**src/rtl/regfile_pkg.sv**
```systemverilog
// Shared types and helpers for the scoreboarded integer register file.
package regfile_pkg;

    localparam int XLEN_DEF  = 32;
    localparam int NREGS_DEF = 32;

    typedef logic [4:0]  reg_addr_t;
    typedef logic [31:0] xlen_t;

    // An address names real, writable state only if it is in range and is not a hardwired zero.
    function automatic logic addr_legal(input int unsigned addr, input int unsigned nregs,
                                        input logic zero_reg);
        return (addr < nregs) && !(zero_reg && (addr == 0));
    endfunction

endpackage

```
**src/rtl/regfile_scoreboard.sv**
```systemverilog
// Busy-bit scoreboard: one flop per register, updated on the clock edge; no backpressure.
// Priority within a cycle: flush clears everything, otherwise a set (issue) beats a clear (writeback).
module regfile_scoreboard #(
    parameter int NREGS = 32,
    parameter int AW    = 5
) (
    input  logic             clk,
    input  logic             rst,
    input  logic             set_vld,
    input  logic [AW-1:0]    set_addr,
    input  logic             clr_vld,
    input  logic [AW-1:0]    clr_addr,
    input  logic             flush,
    output logic [NREGS-1:0] busy_vec
);

    logic [NREGS-1:0] busy_q;
    logic [NREGS-1:0] busy_d;
    logic [NREGS-1:0] set_mask;
    logic [NREGS-1:0] clr_mask;

    // Callers only assert the valids for in-range addresses, so the shifts never fall off the end.
    always_comb begin
        set_mask = '0;
        clr_mask = '0;
        if (set_vld) begin
            set_mask = NREGS'(1) << set_addr;
        end
        if (clr_vld) begin
            clr_mask = NREGS'(1) << clr_addr;
        end
        if (flush) begin
            busy_d = '0;
        end else begin
            busy_d = (busy_q & ~clr_mask) | set_mask;
        end
    end

    always_ff @(posedge clk or posedge rst) begin
        if (rst) begin
            busy_q <= '0;
        end else begin
            busy_q <= busy_d;
        end
    end

    assign busy_vec = busy_q;

endmodule

```
**src/rtl/pipe_regfile_sb.sv**
```systemverilog
// Multi-read-port register file with busy scoreboard; writes/issues land on the clock edge, reads are combinational.
// Build option REGFILE_BYPASS_EN forwards a same-cycle writeback to matching read ports.
module pipe_regfile_sb
    import regfile_pkg::*;
#(
    parameter  int XLEN     = XLEN_DEF,
    parameter  int NREGS    = NREGS_DEF,
    parameter  int NRD      = 2,
    parameter  int ZERO_REG = 1,
    localparam int AW       = $clog2(NREGS)
) (
    input  logic              clk,
    input  logic              rst,
    input  logic [NRD*AW-1:0]   rd_addr,
    output logic [NRD*XLEN-1:0] rd_data,
    output logic [NRD-1:0]      rd_busy,
    input  logic              wr_en,
    input  logic [AW-1:0]     wr_addr,
    input  logic [XLEN-1:0]   wr_data,
    input  logic              issue_en,
    input  logic [AW-1:0]     issue_addr,
    input  logic              flush,
    output logic [NREGS-1:0]  busy_vec
);

    localparam logic ZR = (ZERO_REG != 0);

    logic [XLEN-1:0] regs_q [NREGS];
    logic            wr_ok;
    logic            issue_ok;

    assign wr_ok    = wr_en && addr_legal(32'(wr_addr), NREGS, ZR);
    assign issue_ok = issue_en && !flush && addr_legal(32'(issue_addr), NREGS, ZR);

    always_ff @(posedge clk or posedge rst) begin
        if (rst) begin
            for (int r = 0; r < NREGS; r++) begin
                regs_q[r] <= '0;
            end
        end else if (wr_ok) begin
            regs_q[wr_addr] <= wr_data;
        end
    end

    regfile_scoreboard #(
        .NREGS (NREGS),
        .AW    (AW)
    ) u_scoreboard (
        .clk      (clk),
        .rst      (rst),
        .set_vld  (issue_ok),
        .set_addr (issue_addr),
        .clr_vld  (wr_ok),
        .clr_addr (wr_addr),
        .flush    (flush),
        .busy_vec (busy_vec)
    );

    // Illegal addresses (out of range, or a hardwired zero) read as data 0, not busy.
    always_comb begin
        logic [AW-1:0] ra;
        rd_data = '0;
        rd_busy = '0;
        ra      = '0;
        for (int i = 0; i < NRD; i++) begin
            ra = rd_addr[i*AW +: AW];
            if (addr_legal(32'(ra), NREGS, ZR)) begin
`ifdef REGFILE_BYPASS_EN
                if (wr_ok && (wr_addr == ra)) begin
                    rd_data[i*XLEN +: XLEN] = wr_data;
                    rd_busy[i]              = 1'b0;
                end else begin
                    rd_data[i*XLEN +: XLEN] = regs_q[ra];
                    rd_busy[i]              = busy_vec[ra];
                end
`else
                rd_data[i*XLEN +: XLEN] = regs_q[ra];
                rd_busy[i]              = busy_vec[ra];
`endif
            end
        end
    end

endmodule
```
**config.mk**
```make
export PLATFORM = sky130hd
export DESIGN_NAME = pipe_regfile_sb
export DESIGN_NICKNAME = d
export VERILOG_FILES = /design/src/rtl/regfile_pkg.sv /design/src/rtl/regfile_scoreboard.sv /design/src/rtl/pipe_regfile_sb.sv
export SDC_FILE = /design/constraint.sdc
export NUM_CORES = 2
export LEC_CHECK = 0
export CORE_MARGIN = 5
export CORE_UTILIZATION = 55
export CTS_BUF_LIST = sky130_fd_sc_hd__clkbuf_8
export CTS_CLUSTER_DIAMETER = 50
export DETAILED_ROUTE_END_ITERATION = 8
export PLACE_DENSITY = 0.74
export SETUP_SLACK_MARGIN = 0.3
export SYNTH_ARGS = -nofsm -noshare
export SYNTH_HDL_FRONTEND = slang
export SYNTH_SLANG_ARGS = --single-unit
```
**constraint.sdc**
```tcl
create_clock -name clk -period 45.8 [get_ports clk]
set_input_delay 13.74 -clock clk [delete_from_list [all_inputs] [get_ports clk]]
set_output_delay 13.74 -clock clk [all_outputs]
set_load 0.01 [all_outputs]
```
* Yosys cells after proc, flatten, opt, wreduce, memory -nomap -nowiden
Cells that the tools add are included.
** Storage, ports and cells
- Register bits :: 1056
- Output and inout bits :: 98
- Bits in read-only memories :: 0
- Bits in latches :: 0
- Memory bits (writable) :: 0
- Input port bits :: 57
- Memories kept :: 0
- Logic and storage cells :: 78
** Operators by class
- Shifts and indexed selects :: 2
- Mux-type cells :: 20
- Div/mod/pow operators :: 0
- Bitwise operators :: 6
- Reduce and logical (&&, ||, !) cells :: 11
- Equal/unequal tests :: 0
- $add $sub $neg :: 0
- Multipliers :: 0
- Magnitude comparators :: 6
** Operators by type and width (number)
- 1024-bit bitwise mux :: 1
- 32-bit binary-select mux with 5-bit select :: 2
- 32-bit 2-to-1 mux :: 10
- 32-bit demux with 5-bit select :: 1
- 1-bit by 5-bit left shift with 32-bit output (first input constant) :: 2
- 32-bit AND :: 1
- 32-bit NOT :: 1
- 32-bit bitwise OR :: 1
- 5-bit logical NOT :: 4
- 6-bit >= comparator (second input constant) :: 3
- 5-bit NOT with 6-bit output :: 3
- 5-bit by 6-bit less-than comparator with 1-bit output (second input constant) :: 2
- 1-bit binary-select mux with 5-bit select :: 2
- 6-bit by 1-bit less-than comparator with 1-bit output (second input constant) :: 1
- 1-bit logical AND :: 4
- 1-bit 2-to-1 mux :: 4
- 1-bit logical NOT :: 3

* Depth between registers and ports, before layout
- Depth in word-level cells :: 8
- Gate-level depth with buffers :: 8

* By module
From an unflattened synthesis, not the netlist that was laid out.
** Unflattened totals
- Cells, all modules :: 3831
- Area, all modules :: 56340.3 µm²
** By module, submodules not included
- pipe_regfile_sb :: instances 1, sequential area each 25624.6 µm², cells an instance 3664, area each 54766.3 µm²
- regfile_scoreboard :: instances 1, sequential area each 800.8 µm², cells an instance 167, area each 1574.0 µm²

* Worst setup path after synthesis
No wires, ideal clock.
- Kind :: input to output
- From :: input rd_addr[6]
- To :: output rd_data[36]
- Data arrival time :: 15.119 ns
- Stages :: 8
- Slack :: 16.941 ns
- Required time :: 32.060 ns
- Path buffers :: 4
- Path through :: buf_4 -> buf_6 -> buf_6 -> nor2_4 -> buf_6 -> a221oi_1 -> o21ai_0 -> a311oi_1
** Between the ends
- Cells in the longest elaborated chain, start to end :: 5
** Ends and longest elaborated chain
- start: declaration :: RTL line pipe_regfile_sb.sv:14 : input logic [NRD*AW-1:0] rd_addr,
- 5-bit NOT with 6-bit output (implied by the code) :: RTL line pipe_regfile_sb.sv:77 : rd_data[i*XLEN +: XLEN] = regs_q[ra];
- 32-bit binary-select mux with 5-bit select :: RTL line pipe_regfile_sb.sv:77
- 32-bit 2-to-1 mux (implied by the code) (2 in a row) :: RTL line pipe_regfile_sb.sv:77
- 32-bit 2-to-1 mux * :: RTL line pipe_regfile_sb.sv:67 : if (addr_legal(32'(ra), NREGS, ZR)) begin
- end: declaration :: RTL line pipe_regfile_sb.sv:15 : output logic [NRD*XLEN-1:0] rd_data,
Every way passes the cells marked *; elsewhere a longest branch is shown, timed or not. The select of a mux whose other input is x is not followed.

* Worst setup path in the final report
- From :: input rd_addr[5]
- To :: output rd_data[50]
The elaborated chain is that of the path after synthesis.

==> results.ini <==
[run_status]
outcome=finished clean

[synth]
synth_edf_count=0
synth_area_per_cell_um2=14.88
netlist.area_leader.share_pct=46.79
synthCells=3795
syn_area_um2=56470
syn-num-nets=3852
ys_warn_count=0
yosysMostFrequentCell=dfrtp_1
synthFlopType=dfrtp_1
seq_area_frac_synth_pct=46.79
ys_top_cells_by_area=dfrtp_1 (47%), mux2_2 (20%), mux4_2 (18%), mux2i_1 (2.3%), buf_2 (1.4%)
ys_types=39
async_flop_share_pct=100.0
ys_ff_latch=1056
synth_largest_area_cell=dfrtp_1
synth_top_cells_by_count=dfrtp_1 (1056), mux2_2 (1012), mux4_2 (462)

[die]
num_rows=117
core_um2=101900
ios=155
die_x_um=330.4
design.die.area_um2=109200
die_h_um=330.4
initial_core_util_pct=55.43

[worst_setup_path]
critPathLaunch=rd_addr[5]
crit_arrival_ns=18.16
max_stage_delay_ns=0.90
crit_buf_inv=4
cp_max_fo=41
start_kind=input pin
critPathTopFamily=buffers and inverters
worst_setup_path_end_kind=primary output
worstSetupPathType=in2out
worstPathRequired_ns=32.06
crit_slowest_cell=nor2_2
path_cells=buf_6 -> buf_4 -> inv_4 -> nor2_2 -> a22oi_1 -> a311oi_1 -> clkdlybuf4s50_1
reg2reg_from=u_scoreboard.busy_vec[8]

[global_route]
grt_overflow=0
grt_usage_pct=31.70
grt_pass1_vias=38082
grt_pass1_wl_um=256100
antenna_found_initial=8
grt_start_max_net_pins=161

[detailed_routing]
wl_per_cell_um=32.65
vias_per_cell=7.003
drt_iter0_markers=3835
ant_nets=0
drt_first_pass_iters=5
drt_wl_total_um=171900
dr_total_vias=36869
remaining_drc_errors=0

[pwr]
p_per_area_nw_per_um2=42.26
cellLeakagePower_uw=0.02654
irDropWorstVdd_v=0.00002996
p_total_uw=2618

[placement]
place_hpwl_um=92940
portBuffers=154
globalplace.congestion=0.8456

[cts]
cts_sinks=1056
cts_buffers=177
cts.path.max_buffers=3
clk_pin_slew_ns=0.05
htree_num_levels=4
cts-resized-gates=0
cts_tree=yes
clk_latency_ns=0.85
cts_root_buffer=clkbuf_8
post_cts.repair.setup_buffers=0
ctsHoldBuffers=0

[layout]
layout-drive-gt1-share_pct=48.10
syn_to_final_growth_pct=9.691
finish.net_count=3820

[timing]
finalSetupTns_ns=0
drv_slew=0
fin_crit_ns=31.90
rsz0062_at_grt=no
relSlewSlack_pct=17.12
hold_violations=0
fin_crit_sh_pct=69.64
worstMarginPinSlew_ns=1.243
timing.fmax_mhz=31.35
finClkSkew_ns=0
setup_violations=0

[worst_hold_path]
worst_hold_path_type=reg2reg
hold_start=regs_q[1002]

[job]
drv_cap=0

cell usage in the layout (no fill, tap or decap), drive strengths merged, types with 59 or more instances in the layout:
master and instances:
nor2b 76, inv 59, a211oi 66, dfrtp 1056
o21ai 128, clkbuf 236, buf 88, a22oi 81
mux2 1058, clkdlybuf4s50 144, mux4 462, nand2 66
mux2i 132, a311oi 66
worst paths after layout:
check	to	slack, ns	cells past startpoint
hold reg to reg	regs_q[1002]	0.40	0
setup reg to reg	u_scoreboard.busy_vec[8]	44.95	2
max in group asynchronous	regs_q[783]	27.90	7
setup / recovery	rd_data[50]	13.90	7
min in group asynchronous	u_scoreboard.busy_vec[5]	13.41	2
hold / removal	regs_q[1002]	0.40	0
power by group:
group          switching [uW]  leakage [uW]  total (uW)  internal (uW)
logic                     208        0.0109         528            320
registers                 127        0.0136        1230           1110
clock network             390       0.00207         857            467
total                     725        0.0265        2620           1890
layout make-up:
class,count,area [um^2]
timing repair buffer,232,2180
multi-input combinational,2293,27990
clock inverter,72,357.8
fill,7837,39940
clock buffer,236,3248
sequential,1056,26430
tap,1368,1712
antenna,5,12.51
inverter,3,23.77
per-layer routing:
layer | routed length, um | up-vias | track usage (%)
met3 | 16090 | 522 | 7.571
met2 | 80980 | 1953 | 50.00
met5 | 0 | - | 0
li1 | - | 14689 | -
met1 | 65300 | 19705 | 41.91
met4 | 9537 | 0 | 15.39
metrics by stage:
stage / cell area [um^2] / util (%) / setup WS [ns] / hold slack (ns) / instances
CTS: 61930 / 60.79 / 14.01 / 0.3975 / 5260
floorplan: 56470 / - / 2.336 / 0.4413 / 3795
finish: 61950 / 60.80 / 13.90 / 0.3960 / 5265
global placement: 58330 / 57.25 / 14.08 / 0.3773 / 4952
global route: 61940 / 60.80 / 13.72 / 0.4081 / 5264
detailed placement: 58330 / 57.25 / 14.03 / 0.3836 / 4952
kinds of logic after synthesis:
family          after synthesis  share of synthesized area (%)
mux                        1652                          41.86
flops                      1056                          46.79
buf+inv                     446                          3.977
compound gates              423                          5.291
simple gates                218                          2.078
state kept, by name, summed over array words and instances (netlist names):
name	flops
u_scoreboard.busy_vec	32
regs_q	1024
Power figures use the tool's default switching activity.
